## config.mk

```make
export PLATFORM = sky130hd
export DESIGN_NAME = seq_alu
export DESIGN_NICKNAME = d
export VERILOG_FILES = /design/src/rtl/seq_alu_pkg.sv /design/src/rtl/seq_alu_core.sv /design/src/rtl/seq_alu.sv
export SDC_FILE = /design/constraint.sdc
export NUM_CORES = 1
export LEC_CHECK = 0
export BUFFER_PORTS_ARGS = -buffer_cell sky130_fd_sc_hd__buf_2
export CORE_ASPECT_RATIO = 1.4
export CORE_MARGIN = 4
export CORE_UTILIZATION = 30
export CTS_CLUSTER_SIZE = 24
export DETAILED_ROUTE_END_ITERATION = 8
export RECOVER_POWER = 25
export SLEW_MARGIN = 30
export SYNTH_ARGS = -nofsm -noshare
export SYNTH_HDL_FRONTEND = slang
export SYNTH_SLANG_ARGS = --single-unit
export TNS_END_PERCENT = 50
```

## constraint.sdc

```tcl
create_clock -name clk -period 3.3 [get_ports clk]
set_clock_uncertainty 0.2 [all_clocks]
set_input_delay 0.165 -clock clk [delete_from_list [all_inputs] [get_ports clk]]
set_output_delay 0.165 -clock clk [all_outputs]
set_load 0.1 [all_outputs]
```

## src/rtl/seq_alu_pkg.sv

```systemverilog
// Shared definitions for seq_alu: mode codes, flag bit positions, FSM state encoding.
package seq_alu_pkg;

  localparam logic [4:0] ALU_ADD   = 5'h00;
  localparam logic [4:0] ALU_SUB   = 5'h01;
  localparam logic [4:0] ALU_PASS1 = 5'h02;
  localparam logic [4:0] ALU_PASS2 = 5'h03;
  localparam logic [4:0] ALU_AND   = 5'h04;
  localparam logic [4:0] ALU_OR    = 5'h05;
  localparam logic [4:0] ALU_XOR   = 5'h06;
  localparam logic [4:0] ALU_RSUB  = 5'h07;
  localparam logic [4:0] ALU_INC   = 5'h08;
  localparam logic [4:0] ALU_DEC   = 5'h09;
  localparam logic [4:0] ALU_ROL   = 5'h0A;
  localparam logic [4:0] ALU_ROR   = 5'h0B;
  localparam logic [4:0] ALU_SHL   = 5'h0C;
  localparam logic [4:0] ALU_SHR   = 5'h0D;
  localparam logic [4:0] ALU_ASR   = 5'h0E;
  localparam logic [4:0] ALU_NEG   = 5'h0F;
  localparam logic [4:0] ALU_MUL   = 5'h10;

  localparam int FLG_Z = 3;
  localparam int FLG_C = 2;
  localparam int FLG_S = 1;
  localparam int FLG_O = 0;

  localparam logic [2:0] ST_IDLE  = 3'd0;
  localparam logic [2:0] ST_EXEC  = 3'd1;
  localparam logic [2:0] ST_SHIFT = 3'd2;
  localparam logic [2:0] ST_MUL   = 3'd3;
  localparam logic [2:0] ST_DONE  = 3'd4;

  // Base-set shifts and rotates (A..E) iterate; everything else is single-cycle or MUL.
  function automatic logic is_shift(input logic [4:0] mode);
    return (mode >= ALU_ROL) && (mode <= ALU_ASR);
  endfunction

endpackage

```

## src/rtl/seq_alu_core.sv

```systemverilog
// Combinational single-cycle datapath for seq_alu: base ops 0-9 and F, plus the
// pass-Operand2 fallback used for any mode it does not implement.
module seq_alu_core
  import seq_alu_pkg::*;
#(
  parameter int WIDTH = 8
) (
  input  logic [4:0]       mode,
  input  logic [WIDTH-1:0] op1,
  input  logic [WIDTH-1:0] op2,
  output logic [WIDTH-1:0] res,
  output logic             c,
  output logic             o
);

  localparam int MSB = WIDTH - 1;

  logic [WIDTH:0] ext1;
  logic [WIDTH:0] ext2;
  logic [WIDTH:0] wide;

  // wide[WIDTH] is carry for additions and borrow for subtractions.
  always_comb begin
    ext1 = {1'b0, op1};
    ext2 = {1'b0, op2};
    wide = ext2;
    c    = 1'b0;
    o    = 1'b0;
    case (mode)
      ALU_ADD: begin
        wide = ext1 + ext2;
        c    = wide[WIDTH];
        o    = (op1[MSB] == op2[MSB]) && (wide[MSB] != op1[MSB]);
      end
      ALU_SUB: begin
        wide = ext1 - ext2;
        c    = ~wide[WIDTH];
        o    = (op1[MSB] != op2[MSB]) && (wide[MSB] != op1[MSB]);
      end
      ALU_RSUB: begin
        wide = ext2 - ext1;
        c    = ~wide[WIDTH];
        o    = (op1[MSB] != op2[MSB]) && (wide[MSB] != op2[MSB]);
      end
      ALU_PASS1: wide = ext1;
      ALU_PASS2: wide = ext2;
      ALU_AND:   wide = {1'b0, op1 & op2};
      ALU_OR:    wide = {1'b0, op1 | op2};
      ALU_XOR:   wide = {1'b0, op1 ^ op2};
      ALU_INC: begin
        wide = ext2 + (WIDTH+1)'(1);
        c    = wide[WIDTH];
        o    = ~op2[MSB] & wide[MSB];
      end
      ALU_DEC: begin
        wide = ext2 - (WIDTH+1)'(1);
        c    = ~wide[WIDTH];
        o    = op2[MSB] & ~wide[MSB];
      end
      ALU_NEG: begin
        wide = '0 - ext2;
        c    = ~wide[WIDTH];
        o    = op2[MSB] & wide[MSB];
      end
      default: wide = ext2;
    endcase
    res = wide[MSB:0];
  end

endmodule

```

## src/rtl/seq_alu.sv

```systemverilog
// Registered sequential ALU: valid/ready in, valid/ready out, FSM-driven execution.
// Optional SEQ_ALU_MUL_EN adds an iterative unsigned multiply on Mode 5'b10000.
//
// Handshake: an op is accepted on a rising edge with in_valid && in_ready (in_ready only in
// IDLE); the result is offered with out_valid (only in DONE) and held until out_ready.
module seq_alu
  import seq_alu_pkg::*;
#(
  parameter int WIDTH = 8,
  parameter int SHW   = $clog2(WIDTH)
) (
  input  logic             clk,
  input  logic             rst,
  input  logic             in_valid,
  output logic             in_ready,
  input  logic [4:0]       Mode,
  input  logic [WIDTH-1:0] Operand1,
  input  logic [WIDTH-1:0] Operand2,
  output logic             out_valid,
  input  logic             out_ready,
  output logic [WIDTH-1:0] Out,
  output logic [3:0]       Flags
);

  localparam int CNT_W = SHW + 1;
  localparam int MSB   = WIDTH - 1;

  logic [2:0]       state_q, state_d;
  logic [4:0]       mode_q, mode_d;
  logic [WIDTH-1:0] op1_q, op1_d;
  logic [WIDTH-1:0] op2_q, op2_d;
  logic [WIDTH-1:0] sh_q, sh_d;
  logic [CNT_W-1:0] cnt_q, cnt_d;
  logic             car_q, car_d;
  logic [WIDTH-1:0] out_q, out_d;
  logic [3:0]       flags_q, flags_d;

  logic [WIDTH-1:0] core_res;
  logic             core_c;
  logic             core_o;

  logic             fin_load;
  logic [WIDTH-1:0] fin_res;
  logic             fin_c;
  logic             fin_o;

`ifdef SEQ_ALU_MUL_EN
  logic [WIDTH-1:0] mul_hi_q, mul_hi_d;
  logic [WIDTH:0]   mul_sum;
`endif

  seq_alu_core #(.WIDTH(WIDTH)) u_core (
    .mode (mode_q),
    .op1  (op1_q),
    .op2  (op2_q),
    .res  (core_res),
    .c    (core_c),
    .o    (core_o)
  );

  always_comb begin
    state_d  = state_q;
    mode_d   = mode_q;
    op1_d    = op1_q;
    op2_d    = op2_q;
    sh_d     = sh_q;
    cnt_d    = cnt_q;
    car_d    = car_q;
    out_d    = out_q;
    flags_d  = flags_q;
    fin_load = 1'b0;
    fin_res  = '0;
    fin_c    = 1'b0;
    fin_o    = 1'b0;
`ifdef SEQ_ALU_MUL_EN
    mul_hi_d = mul_hi_q;
    mul_sum  = {1'b0, mul_hi_q} + (sh_q[0] ? {1'b0, op1_q} : '0);
`endif

    case (state_q)
      ST_IDLE: begin
        if (in_valid) begin
          mode_d = Mode;
          op1_d  = Operand1;
          op2_d  = Operand2;
          sh_d   = Operand2;
          cnt_d  = {1'b0, Operand1[SHW-1:0]};
          car_d  = 1'b0;
          if (is_shift(Mode)) begin
            state_d = ST_SHIFT;
`ifdef SEQ_ALU_MUL_EN
          end else if (Mode == ALU_MUL) begin
            state_d  = ST_MUL;
            cnt_d    = CNT_W'(WIDTH);
            mul_hi_d = '0;
`endif
          end else begin
            state_d = ST_EXEC;
          end
        end
      end

      ST_EXEC: begin
        fin_load = 1'b1;
        fin_res  = core_res;
        fin_c    = core_c;
        fin_o    = core_o;
        state_d  = ST_DONE;
      end

      ST_SHIFT: begin
        if (cnt_q == '0) begin
          fin_load = 1'b1;
          fin_res  = sh_q;
          fin_c    = car_q;
          state_d  = ST_DONE;
        end else begin
          cnt_d = cnt_q - CNT_W'(1);
          case (mode_q)
            ALU_ROL: begin sh_d = {sh_q[MSB-1:0], sh_q[MSB]}; car_d = sh_q[MSB]; end
            ALU_ROR: begin sh_d = {sh_q[0], sh_q[MSB:1]};     car_d = sh_q[0];   end
            ALU_SHL: begin sh_d = {sh_q[MSB-1:0], 1'b0};      car_d = sh_q[MSB]; end
            ALU_SHR: begin sh_d = {1'b0, sh_q[MSB:1]};        car_d = sh_q[0];   end
            ALU_ASR: begin sh_d = {sh_q[MSB], sh_q[MSB:1]};   car_d = sh_q[0];   end
            default: sh_d = sh_q;
          endcase
        end
      end

`ifdef SEQ_ALU_MUL_EN
      // Shift-add: {mul_hi, sh} holds the partial product with the multiplier draining from sh.
      ST_MUL: begin
        if (cnt_q == '0) begin
          fin_load = 1'b1;
          fin_res  = sh_q;
          fin_c    = |mul_hi_q;
          state_d  = ST_DONE;
        end else begin
          cnt_d    = cnt_q - CNT_W'(1);
          mul_hi_d = mul_sum[WIDTH:1];
          sh_d     = {mul_sum[0], sh_q[MSB:1]};
        end
      end
`endif

      ST_DONE: begin
        if (out_ready) state_d = ST_IDLE;
      end

      default: state_d = ST_IDLE;
    endcase

    if (fin_load) begin
      out_d          = fin_res;
      flags_d[FLG_Z] = (fin_res == '0);
      flags_d[FLG_C] = fin_c;
      flags_d[FLG_S] = fin_res[MSB];
      flags_d[FLG_O] = fin_o;
    end
  end

  always_ff @(posedge clk) begin
    if (rst) begin
      state_q <= ST_IDLE;
      mode_q  <= '0;
      op1_q   <= '0;
      op2_q   <= '0;
      sh_q    <= '0;
      cnt_q   <= '0;
      car_q   <= 1'b0;
      out_q   <= '0;
      flags_q <= '0;
    end else begin
      state_q <= state_d;
      mode_q  <= mode_d;
      op1_q   <= op1_d;
      op2_q   <= op2_d;
      sh_q    <= sh_d;
      cnt_q   <= cnt_d;
      car_q   <= car_d;
      out_q   <= out_d;
      flags_q <= flags_d;
    end
  end

`ifdef SEQ_ALU_MUL_EN
  always_ff @(posedge clk) begin
    if (rst) mul_hi_q <= '0;
    else     mul_hi_q <= mul_hi_d;
  end
`endif

  assign in_ready  = (state_q == ST_IDLE);
  assign out_valid = (state_q == ST_DONE);
  assign Out       = out_q;
  assign Flags     = flags_q;

endmodule

```

==> impl_metrics.ini, run 1 <==
[floorplanning]
rows = 52
core_um2 = 14600
fp.dieH_um = 153
dieArea_um2 = 17000
ios = 39
initial_core_util_pct = 30.8
die_x_um = 111

[clock_network]
cts_sinks = 48
cts.clk_slew.worst_paths_ps = 70
worstSkewPairLatency_ps = 300
cts_setup_buffers = 0
cts_buffers = 5
cts_tree = built
cts.path.max_buffers = 2
htreeDepth = 2
cts_root_buf = clkbuf_16

[setup_path]
path_buf_inv = 3
rr_startpoint = op2_q[0]
cp-startpoint = op2_q[0]
critPathMaxFanout = 9
cp.arrival_ps = 3160
cpMaxStageDelayCell = mux4_2
path_depth = 13
end_kind = register
startpoint_type = register
critPathRequiredTime_ps = 3350
cp_slowest_stage_delay_ps = 460
critPathTopFamily = simple AND/OR/NAND/NOR gates
cp_common_cell = inv_1
crit_chain = inv_1 > ha_1 > inv_1 > fa_1 > nand2b_1 > mux4_2 > nand3_1 > o211ai_1 > o32ai_1 > buf_4 > and4bb_1 > and4b_1 > a21bo_1
crit_end = Flags[3]
r2r_end = Flags[3]
worst_r2r_path_depth = 13
critPathKind = reg -> reg
reg2reg_setup_slack_ps = 190

[global_routing]
antenna_found_initial = 0
globalRouteMet1Util_pct = 19.6
busiest_layer = met2
grt_first_pass_wirelength_um = 25500
gr-total-overflow = 0
use_met2_pct = 33.2
gr-usage-all-layers_pct = 18.6
grt_max_degree = 49
grt_pass1_vias = 4783
grt_use_met3_pct = 2.30

[route]
via_per_inst = 5.63
detail_route.wl_per_cell_um = 18.5
drc = 0
drt_iter0_markers = 295
firstDrtPassIters = 5
ant_nets = 0
vias = 4834
drt_wl_total_um = 15900

[synth]
syn_avg_cell_area_um2 = 7.56
synthCells = 593
synthFlopType = dfxtp_1
ys_seq_area_share_pct = 21.4
yosys_warnings = 0
synth_nets = 659
synthArstFlopShare_pct = 0
ys_seq_elements = 48
synth_cell_type_count = 79
syn_area_um2 = 4480
synth-edff-count = 0
synth_area_leaders = dfxtp_1 21%, ha_1 11%, nand2_1 7.0%
synth_top_area_share_pct = 21.4
synth_top_area_cell = dfxtp_1

[finish]
drive_gt1_share_pct = 15.4
finalNonFillerCells = 859
nets = 735
diodes = 0
area_delta_synth_final_pct = 21.0
fill_cells = 1584

[placed_design]
dpl.cell_count = 830
io_buffers = 38
gp_congestion = 0.921
dp_worst_setup_slack_ps = 225
dp_hpwl_um = 12500

[timing]
max_freq_mhz = 322
slew_violations = 0
worst_slack_ps = 191
hold_viol = 0
rsz0062_at_grt = false
finalCriticalPeriod_ps = 3110
finalSetupViolCount = 0
fin_tns_setup_ps = 0
worst_slew_pin_slew_ps = 1170
period_share_pct = 94.2
relSlewSlack_pct = 22.2

[min_path]
min-delay-start = in_valid
hold_class = in -> reg

[power]
vdd.ir_drop.worst_uv = 283
p_leak_nw = 2.17
power_density_nw_per_um2 = 389

[job]
maxCapViolCount = 0

[outcome]
status = complete, no violations
==> cells in the final DEF, fill, tap and decap left out, types with 14 or more instances in the layout <==
cell type,instances
buf_4,49
mux2i_1,18
a21oi_1,59
ha_1,38
clkbuf_1,15
buf_2,24
dlygate4sd3_1,21
a211oi_1,17
dfxtp_1,48
nor3_1,14
nor2_1,51
o21ai_0,27
inv_1,30
nand2_1,83
==> Yosys cell counts, types with 6 or more instances <==
| library cell | number |
|---|---|
| nand2_1 | 83 |
| a21oi_1 | 59 |
| nor2_1 | 51 |
| dfxtp_1 | 48 |
| ha_1 | 38 |
| inv_1 | 30 |
| o21ai_0 | 27 |
| clkbuf_1 | 21 |
| mux2i_1 | 18 |
| a211oi_1 | 17 |
| nor3_1 | 15 |
| xnor2_1 | 13 |
| nand3_1 | 12 |
| buf_2 | 10 |
| o22ai_1 | 9 |
| a31oi_1 | 7 |
| o31ai_1 | 6 |
==> worst min path at each step <==
stage | slack, ps | end | cells past startpoint
2_1_floorplan | 100 | op2_q[2] | 2
3_3_place_gp | 220 | op1_q[5] | 3
3_5_place_dp | 210 | op1_q[5] | 3
4_1_cts | 40 | state_q[1] | 3
5_1_grt | 80 | state_q[1] | 3
6_report | 40 | state_q[1] | 3
==> logic make-up after synthesis <==
| group | share of synthesized area (%) |
|---|---|
| buffers and inverters | 7.06 |
| adders and majority gates | 11.9 |
| DFF | 21.4 |
| xor gates and xnor gates | 3.32 |
| and+or+nand+nor | 23.2 |
| AOI/OAI and AO/OA | 27.5 |
| muxes | 5.53 |
==> power by group <==
group	total, mW	internal, mW	switching, mW
registers	0.677	0.621	0.0558
logic	0.901	0.341	0.560
clock network	0.534	0.303	0.232
==> sequential cells by signal (all words and copies together) (netlist names) <==
register  count
op1_q         8
op2_q         8
sh_q          8
Out           7
mode_q        5
Flags         4
cnt_q         4
state_q       3
car_q         1
==> routing by layer <==
layer / wire [µm] / vias to the layer above
li1: - / 2288
met1: 5850 / 2263
met2: 8050 / 208
met3: 751 / 75
met4: 1280 / 0
met5: 0 / -
==> area by class of cell <==
| type | count | area, µm² | area share, % |
|---|---|---|---|
| clock buffer | 7 | 143 | 2.63 |
| multi-input combinational | 475 | 3210 | 59.2 |
| tap | 189 | 236 | 4.36 |
| inverter | 31 | 116 | 2.15 |
| timing repair buffer | 108 | 751 | 13.8 |
| clock inverter | 1 | 7.51 | 0.138 |
| sequential | 48 | 961 | 17.7 |
==> what timing repair did <==
item	CTS	global route
hold endpoints to repair	23	0
hold buffers	21	0
gates resized for setup	0	0
==> worst register-to-register path: stages, from the launching register on <==
cell,delay [ps]
dfxtp_1,390
inv_1,100
ha_1,160
inv_1,50
fa_1,370
nand2b_1,150
mux4_2,460
nand3_1,110
o211ai_1,110
o32ai_1,300
buf_4,180
and4bb_1,180
and4b_1,180
a21bo_1,100
==> stage by stage <==
| stage | total power [mW] | area (µm²) | utilization [%] | hold slack [ps] |
|---|---|---|---|---|
| 6_report | 2.11 | 5420 | 37.2 | 40.2 |
| 5_1_grt | 2.22 | 5420 | 37.2 | 84.2 |
| 3_5_place_dp | 1.56 | 5080 | 34.9 | 211 |
| 4_1_cts | 2.11 | 5440 | 37.3 | 43.7 |
| 2_1_floorplan | 1.29 | 4490 | - | 101 |
| 3_3_place_gp | 1.56 | 5080 | 34.9 | 217 |
(Power assumes the default switching activity.)
==> inputs of run 2 (changes only) <==
--- a/config.mk
+++ b/config.mk
@@ -11,6 +11,7 @@
 export CORE_UTILIZATION = 30
 export CTS_CLUSTER_SIZE = 24
 export DETAILED_ROUTE_END_ITERATION = 8
+export GPL_TIMING_DRIVEN = 0
 export RECOVER_POWER = 25
 export SLEW_MARGIN = 30
 export SYNTH_ARGS = -nofsm -noshare
==> run 2 against run 1 <==
Against the previous run: sequential share of layout area is 0.18 points higher; first-iteration DRC count is 20% higher; final area stayed put; combinational power is 0.4% higher; wire length is 1.4% higher; critical endpoint unchanged; largest power group unchanged.
==> impl_metrics.ini, run 2 (synthesis results as in run 1) <==
[floorplanning]
die_x_um = 111
core_um2 = 14600
ios = 39
dieArea_um2 = 17000
fp.dieH_um = 153
rows = 52
initial_core_util_pct = 30.8

[route]
drt_wl_total_um = 16100
via_per_inst = 5.52
firstDrtPassIters = 5
ant_nets = 0
drc = 0
vias = 4735
detail_route.wl_per_cell_um = 18.8
drt_iter0_markers = 355

[timing]
slew_violations = 0
period_share_pct = 97.4
hold_viol = 0
max_freq_mhz = 311
relSlewSlack_pct = 22.0
worst_slew_pin_slew_ps = 1180
finalCriticalPeriod_ps = 3210
finalSetupViolCount = 0

[clock_network]
cts.clk_slew.worst_paths_ps = 70
cts_buffers = 5
cts_tree = built
worstSkewPairLatency_ps = 300
htreeDepth = 2
cts_sinks = 48
cts_root_buf = clkbuf_16
cts.path.max_buffers = 2

[finish]
area_delta_synth_final_pct = 21.0
final_cell_area_um2 = 5420
final_common_cell = nand2_1
nets = 734
finalNonFillerCells = 858
diodes = 0
drive_gt1_share_pct = 15.7
top_regs = op1_q (8), op2_q (8), sh_q (8)
mostFrequentLayoutCells = 83 x nand2_1, 59 x a21oi_1, 51 x nor2_1

[setup_path]
cp.arrival_ps = 3210
reg2reg_setup_slack_ps = 90
critPathKind = reg -> reg
end_kind = register
critPathRequiredTime_ps = 3290
critPathMaxFanout = 10
path_buf_inv = 4
cp_common_cell = clkinvlp_4
cpMaxStageDelayCell = a221o_1
cp_slowest_stage_delay_ps = 400
startpoint_type = register
crit_chain = buf_8 > clkinvlp_4 > ha_1 > buf_6 > clkinvlp_4 > a221oi_2 > o21ai_1 > a221o_1 > a2bb2oi_1 > mux2_2 > a32o_1 > a21bo_1
critPathTopFamily = compound AO/OA/AOI/OAI gates

[placed_design]
gp_congestion = 0.957
dpl_cell_area_um2 = 4910
dp_hpwl_um = 12500
dpl.cell_count = 820
io_buffers = 38

[power]
power_density_nw_per_um2 = 387
p_leak_nw = 2.13
vdd.ir_drop.worst_uv = 388

[global_routing]
grt_use_met3_pct = 1.03
use_met2_pct = 35.0
globalRouteMet1Util_pct = 20.8
grt_first_pass_wirelength_um = 25400
grt_pass1_vias = 4677
gr-usage-all-layers_pct = 18.4
grt_max_degree = 16
busiest_layer = met2
gr-total-overflow = 0
antenna_found_initial = 0

[outcome]
status = complete, no violations

[job]
maxCapViolCount = 0

[min_path]
hold_class = in -> reg
-- run 2: cell count changes in the layout (fill, tap and decap cells not counted), sizes merged --
cell      previous run  this run
clkbuf              21        33
clkinv               0         3
inv                 31        29
buf                 73        58
clkinvlp             1         2
-- run 2: worst min-delay path, delay by kind of cell --
family	cells	cell delay (ps)
buffers and inverters	1	110
AO/OA/AOI/OAI	2	200
-- run 2: per-layer routing --
metal  up-vias  wire (µm)  share of wire, %
met5         -          0                 0
met4         0        605               3.7
met3        31        588               3.6
met2       153       8540                53
met1      2250       6420                40
li1       2301          -                 -
-- run 2: path summary, 6_finish.rpt --
path,end,from,depth (start not counted)
worst min-delay path,state_q[1],in_valid,3
worst max register to register,Flags[3],op2_q[4],12
worst max-delay path,Flags[3],op2_q[4],12
worst min register to register,Out[0],Out[0],2
-- run 2: area by class of cell --
cell class                      count  area (µm²)
Buffer                             36         209
Clock buffer                        5         125
Clock inverter                      3        18.8
Fill cell                        1579        9150
Inverter                           31         126
Multi-Input combinational cell    475        3260
Sequential cell                    48         971
Tap cell                          189         236
Timing Repair Buffer               71         475
-- run 2: timing repair --
action                                  in CTS  in global routing
endpoints found under the setup margin       6                  5
gates resized for setup                     14                 17
hold buffers                                21                  0
setup buffers                                1                 11
pin swaps                                    1                  2
endpoints found under the hold margin       22                  0
-- run 2: where the power goes --
group	switching, mW	internal (mW)
combinational	0.567	0.338
clock	0.233	0.280
sequential	0.0618	0.621
total	0.862	1.24
-- run 2: through the flow --
stage / total power [mW] / setup WS [ps] / hold slack, ps / TNS (ps) / utilization [%]
after floorplan: 1.29 / 182 / 101 / 0 / -
after global placement: 1.51 / -380 / 210 / -1470 / 33.7
after detailed placement: 1.51 / -368 / 212 / -1320 / 33.7
after CTS: 2.06 / 0.0435 / 33.5 / 0 / 36.6
after global routing: 2.20 / -25.8 / 43.7 / -25.8 / 37.2
final: 2.10 / 85.7 / 37.1 / 0 / 37.2
==> inputs of run 3 (changes only) <==
--- a/config.mk
+++ b/config.mk
@@ -13,6 +13,7 @@
 export DETAILED_ROUTE_END_ITERATION = 8
 export GPL_TIMING_DRIVEN = 0
 export RECOVER_POWER = 25
+export SETUP_SLACK_MARGIN = 0.4
 export SLEW_MARGIN = 30
 export SYNTH_ARGS = -nofsm -noshare
 export SYNTH_HDL_FRONTEND = slang
==> run 3 against run 2 <==
Against the previous run: non-clock buffer count up 17; clock-buffer cell count grew 2; largest power group unchanged; wire length rose by 1.4%; setup slack improved by 220 ps.
==> impl_metrics.ini, run 3 (synthesis results as in run 1) <==
[finish]
nets = 751
area_delta_synth_final_pct = 30.0
final_common_cell = nand2_1
finalNonFillerCells = 875
diodes = 0
top_regs = op1_q (8), op2_q (8), sh_q (8)
drive_gt1_share_pct = 23.6
mostFrequentLayoutCells = 83 x nand2_1, 53 x a21oi_1, 50 x nor2_1

[clock_network]
cts_buffers = 5
cts_tree = built
cts_root_buf = clkbuf_16
cts.clk_slew.worst_paths_ps = 70
htreeDepth = 2
cts.path.max_buffers = 2
cts_sinks = 48
worstSkewPairLatency_ps = 300

[timing]
worst_slack_ps = 303
relSlewSlack_pct = 22.1
max_freq_mhz = 334
worst_slew_pin_slew_ps = 1170
finalSetupViolCount = 0
hold_viol = 0
slew_violations = 0
period_share_pct = 90.8
finalCriticalPeriod_ps = 3000
rsz0062_at_grt = true

[placed_design]
dp_worst_setup_slack_ps = -392
io_buffers = 38
dp_hpwl_um = 12300
dpl.cell_count = 820
gp_congestion = 0.931

[floorplanning]
core_um2 = 14600
initial_core_util_pct = 30.8
rows = 52
ios = 39
dieArea_um2 = 17000
fp.dieH_um = 153
die_x_um = 111

[min_path]
hold_class = in -> reg

[route]
ant_nets = 0
via_per_inst = 5.55
vias = 4859
drc = 0
drt_iter0_markers = 477
drt_wl_total_um = 16400
firstDrtPassIters = 5
detail_route.wl_per_cell_um = 18.7

[setup_path]
cp_slowest_stage_delay_ps = 470
critPathRequiredTime_ps = 3340
crit_chain = clkinv_4 > ha_4 > inv_1 > fa_2 > nand2b_4 > mux4_2 > nand3_2 > o211ai_1 > o32ai_2 > and4bb_1 > and4b_1 > a21bo_1
cp.arrival_ps = 3040
critPathKind = reg -> reg
cpMaxStageDelayCell = mux4_2
startpoint_type = register
end_kind = register
critPathMaxFanout = 5

[global_routing]
grt_pass1_vias = 4644
gr-total-overflow = 0
grt_first_pass_wirelength_um = 25600
gr-usage-all-layers_pct = 18.6
antenna_found_initial = 0
grt_max_degree = 15

[power]
vdd.ir_drop.worst_uv = 318
p_leak_nw = 2.28
power_mw = 2.24
power_density_nw_per_um2 = 384

[outcome]
status = complete, no violations

[job]
maxCapViolCount = 0
==> run 3: cell count changes in the layout (fill, tap and decap cells not counted), moves of 3 or more <==
cell / before / now
fa_2: 0 / 3
fa_1: 3 / 0
dfxtp_4: 2 / 7
inv_1: 27 / 23
inv_2: 1 / 4
buf_4: 17 / 28
a21oi_2: 0 / 6
dfxtp_2: 2 / 5
o31ai_1: 5 / 2
a21oi_1: 59 / 53
dfxtp_1: 44 / 36
buf_6: 4 / 8
ha_4: 0 / 4
ha_1: 37 / 34
==> run 3: worst paths after layout <==
kind | from | slack [ps] | cells past startpoint | endpoint
setup / recovery | op2_q[0] | 300 | 12 | Flags[3]
hold / removal | in_valid | 40 | 3 | state_q[1]
setup reg to reg | op2_q[0] | 300 | 12 | Flags[3]
hold reg to reg | Out[3] | 260 | 2 | Out[3]
==> run 3: per-layer routing <==
metal | wire, µm | GRT usage, %
met5 | 0 | 0
met1 | 6480 | 21.5
met3 | 635 | 1.35
met4 | 834 | 9.28
met2 | 8430 | 34.1
==> run 3: where the power goes <==
part,total (mW),switching [mW],internal [mW]
Sequential,0.680,0.0594,0.621
Combinational,1.02,0.612,0.412
Clock,0.531,0.229,0.302
Total,2.24,0.900,1.34
==> run 3: final cells by class <==
type / instances / area [µm²]
buffer: 39 / 260
clock buffer: 7 / 143
clock inverter: 1 / 7.51
fill: 1518 / 8750
inverter: 31 / 133
multi-input combinational: 475 / 3470
sequential: 48 / 993
tap: 189 / 236
timing repair buffer: 85 / 584
==> run 3: through the flow <==
stage / cell area (µm²) / setup TNS, ps / util, % / hold WS [ps]
2_1_floorplan: 4490 / 0 / - / 101
3_3_place_gp: 4920 / -786 / 33.8 / 211
3_5_place_dp: 4920 / -734 / 33.8 / 213
4_1_cts: 5560 / 0 / 38.2 / 37.4
5_1_grt: 5830 / 0 / 40.0 / 76.2
6_report: 5830 / 0 / 40.0 / 44.0
==> run 3: timing repair <==
action / CTS / global route
hold endpoints to repair: 22 / 0
pin swaps: 9 / 18
setup buffers: 12 / 14
endpoints found under the setup margin: 11 / 15
hold buffers: 21 / 0
resized for setup: 56 / 45
==> run 3: critical path, delay by kind of cell (launching register included) <==
family          cells  cell delay, ps
mux                 1             470
compound gates      3             610
simple gates        4             670
fa+ha+maj           2             500
flops               1             380
buf+inv             2             110
